<file path="config.mk">
export PLATFORM = sky130hd
export DESIGN_NAME = frame_sequencer
export DESIGN_NICKNAME = d
export VERILOG_FILES = /design/src/rtl/frame_sequencer.sv
export SDC_FILE = /design/constraint.sdc
export NUM_CORES = 1
export LEC_CHECK = 0
export BUFFER_PORTS_ARGS = -buffer_cell sky130_fd_sc_hd__buf_2
export CORE_MARGIN = 5
export CORE_UTILIZATION = 40
export CTS_BUF_LIST = sky130_fd_sc_hd__clkbuf_2 sky130_fd_sc_hd__clkbuf_4 sky130_fd_sc_hd__clkbuf_8
export DETAILED_ROUTE_END_ITERATION = 7
export PLACE_DENSITY = 0.63
export SLEW_MARGIN = 20
export SYNTH_ARGS = -nofsm -noshare
export SYNTH_HDL_FRONTEND = slang
export SYNTH_SLANG_ARGS = --single-unit
</file>
<file path="constraint.sdc">
create_clock -name clk -period 1.9 [get_ports clk]
set_clock_uncertainty 0.2 [all_clocks]
set_input_delay 0.19 -clock clk [delete_from_list [all_inputs] [get_ports clk]]
set_output_delay 0.19 -clock clk [all_outputs]
set_load 0.03 [all_outputs]
</file>
<file path="src/rtl/frame_sequencer.sv">
// Triangle-pipeline scheduler: raster, fill and transfer FSMs run overlapped and
// hand work forward through the wireframe and frame-buffer double buffers.
module frame_sequencer #(
  parameter int NUM_CF_MODS = 4,
  parameter int CNT_W       = 16
) (
  input  logic                   clk,
  input  logic                   rst,
  input  logic                   tri_valid,
  input  logic                   tri_last,
  output logic                   tri_accept,
  output logic                   ras_start,
  input  logic                   ras_done,
  output logic                   wf_flip,
  output logic                   cf_start,
  input  logic [NUM_CF_MODS-1:0] cf_done,
  output logic                   fb_flip,
  output logic                   fbt_start,
  input  logic                   fbt_done,
  output logic                   busy,
  output logic [CNT_W-1:0]       tri_count,
  output logic [CNT_W-1:0]       frame_count
);

  typedef enum logic [1:0] {R_IDLE, R_RUN, R_WAIT} raster_state_e;
  typedef enum logic [1:0] {F_IDLE, F_START, F_RUN, F_WAIT_FB} fill_state_e;
  typedef enum logic [1:0] {T_IDLE, T_START, T_RUN} xfer_state_e;

  raster_state_e          r_state, r_next;
  fill_state_e            f_state, f_next;
  xfer_state_e            t_state, t_next;
  logic                   r_last, f_last;
  logic [NUM_CF_MODS-1:0] cf_latch;
  logic                   accept, wf_go, cf_all, fill_done, fb_go, fbt_fin;

  // Hand-off decisions look at the neighbouring FSM's current state, so a
  // handover takes effect on the same edge in both FSMs.
  always_comb begin
    accept    = (r_state == R_IDLE) && tri_valid;
    wf_go     = (f_state == F_IDLE) &&
                (((r_state == R_RUN) && ras_done) || (r_state == R_WAIT));
    cf_all    = &(cf_latch | cf_done);
    fill_done = (f_state == F_RUN) && cf_all;
    fb_go     = (f_state == F_WAIT_FB) && (t_state == T_IDLE);
    fbt_fin   = (t_state == T_RUN) && fbt_done;
  end

  always_comb begin
    r_next = r_state;
    case (r_state)
      R_IDLE:  if (accept) r_next = R_RUN;
      R_RUN:   if (ras_done) r_next = wf_go ? R_IDLE : R_WAIT;
      R_WAIT:  if (wf_go) r_next = R_IDLE;
      default: r_next = R_IDLE;
    endcase

    f_next = f_state;
    case (f_state)
      F_IDLE:    if (wf_go) f_next = F_START;
      F_START:   f_next = F_RUN;
      F_RUN:     if (cf_all) f_next = f_last ? F_WAIT_FB : F_IDLE;
      F_WAIT_FB: if (fb_go) f_next = F_IDLE;
      default:   f_next = F_IDLE;
    endcase

    t_next = t_state;
    case (t_state)
      T_IDLE:  if (fb_go) t_next = T_START;
      T_START: t_next = T_RUN;
      T_RUN:   if (fbt_done) t_next = T_IDLE;
      default: t_next = T_IDLE;
    endcase
  end

  // Outputs are registered from the same decisions that advance the states,
  // so busy tracks the state each FSM is entering.
  always_ff @(posedge clk or posedge rst) begin
    if (rst) begin
      r_state     <= R_IDLE;
      f_state     <= F_IDLE;
      t_state     <= T_IDLE;
      r_last      <= 1'b0;
      f_last      <= 1'b0;
      cf_latch    <= '0;
      tri_accept  <= 1'b0;
      ras_start   <= 1'b0;
      wf_flip     <= 1'b0;
      cf_start    <= 1'b0;
      fb_flip     <= 1'b0;
      fbt_start   <= 1'b0;
      busy        <= 1'b0;
      tri_count   <= '0;
      frame_count <= '0;
    end else begin
      r_state    <= r_next;
      f_state    <= f_next;
      t_state    <= t_next;
      tri_accept <= accept;
      ras_start  <= accept;
      wf_flip    <= wf_go;
      cf_start   <= (f_state == F_START);
      fb_flip    <= fb_go;
      fbt_start  <= (t_state == T_START);
      busy       <= (r_next != R_IDLE) || (f_next != F_IDLE) || (t_next != T_IDLE);

      if (accept) r_last <= tri_last;
      if (wf_go) f_last <= r_last;

      if (f_state == F_START) cf_latch <= '0;
      else if (f_state == F_RUN) cf_latch <= cf_latch | cf_done;

      if (fill_done) tri_count <= tri_count + CNT_W'(1);
      else if (fb_go) tri_count <= '0;

      if (fbt_fin) frame_count <= frame_count + CNT_W'(1);
    end
  end

endmodule

</file>
==> results_dict.tcl <==
set metrics [dict create \
    nets 314 \
    gp_congestion 0.7439 \
    synth-main-ff-cell "dfrtp_1" \
    critical_path_class "register to register" \
    synth_seq_cells 50 \
    clk_latency_ns 0.31 \
    drt-pass1-iter-count 4 \
    dp_hpwl_um 3857 \
    rr_endpoint "tri_count[2]" \
    synthCells 218 \
    routed_wl_um 5440 \
    crit_arrival_ns 1.81 \
    min_path_type "input pin to register" \
    die-area_um2 7818 \
    synth_area_um2 2460 \
    num_antenna_cells 0 \
    synth_area_leaders "dfrtp_1 (51%), ha_1 (3.1%), nand2_1 (2.9%), xnor2_1 (2.8%), xor2_1 (2.5%)" \
    initial_utilization_pct 41.30 \
    rsz0062_at_grt "true" \
    netlist.area_leader.share_pct 50.86 \
    path_buf_inv 1 \
    cp.depth 6 \
    overflow 0 \
    ant_nets 0 \
    fin_crit_sh_pct 95.13 \
    synth-edff-count 0 \
    cp_cell_sequence "ha_2, or3b_4, buf_4, o31ai_4, o21ai_2, a21o_1" \
    grt_pass1_wl_um 9356 \
    clk_pin_slew_ns 0.09 \
    first_iter_violations 126 \
    max_freq_ghz 0.5533 \
    cap_violations 0 \
    fillers 560 \
    p_leak_nw 1.562 \
    drive_above_1_share_pct 36.79 \
    ir_drop_uv 676.3 \
    slew_headroom_pct 66.33 \
    critPathSlowestCell "dfrtp_1" \
    grt_pass1_vias 1962 \
    setup.worst_path.start_class "register" \
    tightestPinTransition_ns 0.5051 \
    wl_per_cell_um 14.55 \
    vias 1973 \
    pre_cts_ws_ns 0.01957 \
    r2r_cells 6 \
    root_buffer "clkbuf_8" \
    layout_min_cycle_time_ns 1.807 \
    cts-htree-levels 2 \
    synth_top_area_cell "dfrtp_1" \
    hold_viol_final 0 \
    drc 0 \
    io_pins 49 \
    synth_async_sr_flop_share_pct 100.0 \
    io_buffers 48 \
    endpoint "tri_count[2]" \
    power_mw 4.046 \
    area_delta_synth_final_pct 29.96 \
    grt.total_usage_pct 15.16 \
    die_h_um 88.42 \
    avgSynthCellArea_um2 11.28 \
    clock_sinks 50 \
    rows 28 \
    yosys_warnings 0 \
    clock_path_buffers 2 \
    setup_violations 0 \
    cp_top_family "flip-flops" \
    max_stage_delay_ns 0.40 \
    cts-buffers-inserted 5 \
    r2r_start "f_state[0]" \
    r2r_setup_slack_ns 0.09 \
    pwr_density_cell_nw_per_um2 1266 \
    grt_max_degree 22 \
    worstPathRequired_ns 1.90 \
    synth_fp_nets 234 \
    yosysUniqueCellTypes 49 \
    die_x_um 88.42 \
    fin_ws_ns 0.09252 \
    yosysSeqAreaShare_pct 50.86 \
    vias_per_cell 5.275 \
    antenna_found_initial 0 \
    end_kind "register" \
    critPathLaunch "f_state[0]" \
    coreArea_um2 5956 \
    drv_slew 0 \
    status "completed" \
    cts_tree "yes" \
    cp_max_fo 6 \
]
stage by stage:
step	cell area (µm²)	utilization, %	hold slack (ns)	cells	setup TNS (ns)
global placement	2902	48.72	0.01507	352	0
global route	3197	53.68	0.04084	374	-0.01066
floorplan	2460	-	0.08717	218	0
CTS	3110	52.23	0.01914	370	0
detailed placement	2902	48.72	0.01803	352	0
finish	3197	53.68	0.03130	374	0
registers in the layout, indices dropped and copies added, names as in the netlist, 2 cells and up:
signal,flops
t_state,2
cf_latch,4
tri_count,16
frame_count,16
f_state,2
r_state,2
what timing repair did:
action,4_1_cts,5_1_grt
endpoints found under the setup margin,1,12
gates resized for setup,1,14
hold buffers,8,0
pin swaps,1,1
hold endpoints to repair,24,0
buffers inserted,2,4
synth_stat cells (all sizes together) (6+ instances only):
cell type / instances
a21oi: 12
a31oi: 8
dfrtp: 50
ha: 6
inv: 8
nand2: 19
nand3: 12
nand4: 6
nor2: 6
nor3: 6
o31ai: 6
xnor2: 8
xor2: 7
layout make-up:
| type | count | area (µm²) | share of cell area, % |
|---|---|---|---|
| clock inverter | 3 | 45.04 | 1.409 |
| timing repair buffer | 78 | 514.2 | 16.09 |
| inverter | 9 | 33.78 | 1.057 |
| clock buffer | 5 | 68.82 | 2.153 |
| sequential | 50 | 1252 | 39.18 |
| tap | 75 | 93.84 | 2.935 |
| multi-input combinational | 154 | 1189 | 37.18 |
logic make-up (layout without fill, tap and decap cells):
family          after synthesis  in the layout  share of synthesized area, %
compound gates               55             55                         16.79
fa+ha+maj                     6              6                         3.052
flops                        50             50                         50.86
buf+inv                      14             95                         2.899
xor+xnor                     15             15                         5.341
mux                           5              5                         2.136
simple gates                 73             73                         18.92
metal layers:
layer / share of wire, % / GRT usage (%) / vias to the layer above / routed length, µm
met5: 0 / 0 / - / 0
met4: 1.4 / 4.945 / 0 / 75
met3: 4.7 / 3.166 / 6 / 257
met2: 50 / 25.70 / 38 / 2710
met1: 44 / 19.35 / 962 / 2396
li1: - / - / 967 / -
placed cells by master, fill, tap and decap left out, drive strengths merged, types with 2 or more instances in the layout:
master       count
o21ai            5
ha               6
nand2           19
nor2             6
or2              3
nand4            6
inv              9
o31ai            6
o22a             2
xnor2            8
dlygate4sd3      8
nand3b           2
o311ai           5
a31oi            8
mux2             2
nand3           12
and3             5
nor4             3
dfrtp           50
o41ai            4
a21o             4
nand2b           4
o22ai            3
mux2i            3
buf             70
clkinvlp         2
o211ai           4
xor2             7
clkbuf           5
nor3             6
a21oi           12
and4             2
where the power goes:
part	leakage, nW	switching, mW	internal (mW)	total, mW
combinational	0.854	1.02	0.764	1.79
sequential	0.658	0.203	1.29	1.50
clock	0.0504	0.370	0.392	0.762
total	1.56	1.60	2.45	4.05
worst register-to-register path, cell delays in order (launching register included):
cell	delay (ns)
dfrtp_1	0.40
ha_2	0.19
or3b_4	0.38
buf_4	0.16
o31ai_4	0.09
o21ai_2	0.10
a21o_1	0.20
how the worst min path moves through the flow:
stage / startpoint / endpoint / slack, ns / depth (start not counted)
CTS: cf_done[0] / cf_latch[0] / 0.02 / 3
finish: cf_done[0] / cf_latch[0] / 0.03 / 3
floorplan: fbt_done / t_state[1] / 0.09 / 1
global placement: rst / frame_count[15] / 0.02 / 2
detailed placement: rst / frame_count[13] / 0.02 / 2
global route: cf_done[0] / cf_latch[0] / 0.04 / 3
No activity file was read; power rests on OpenSTA's default activity.
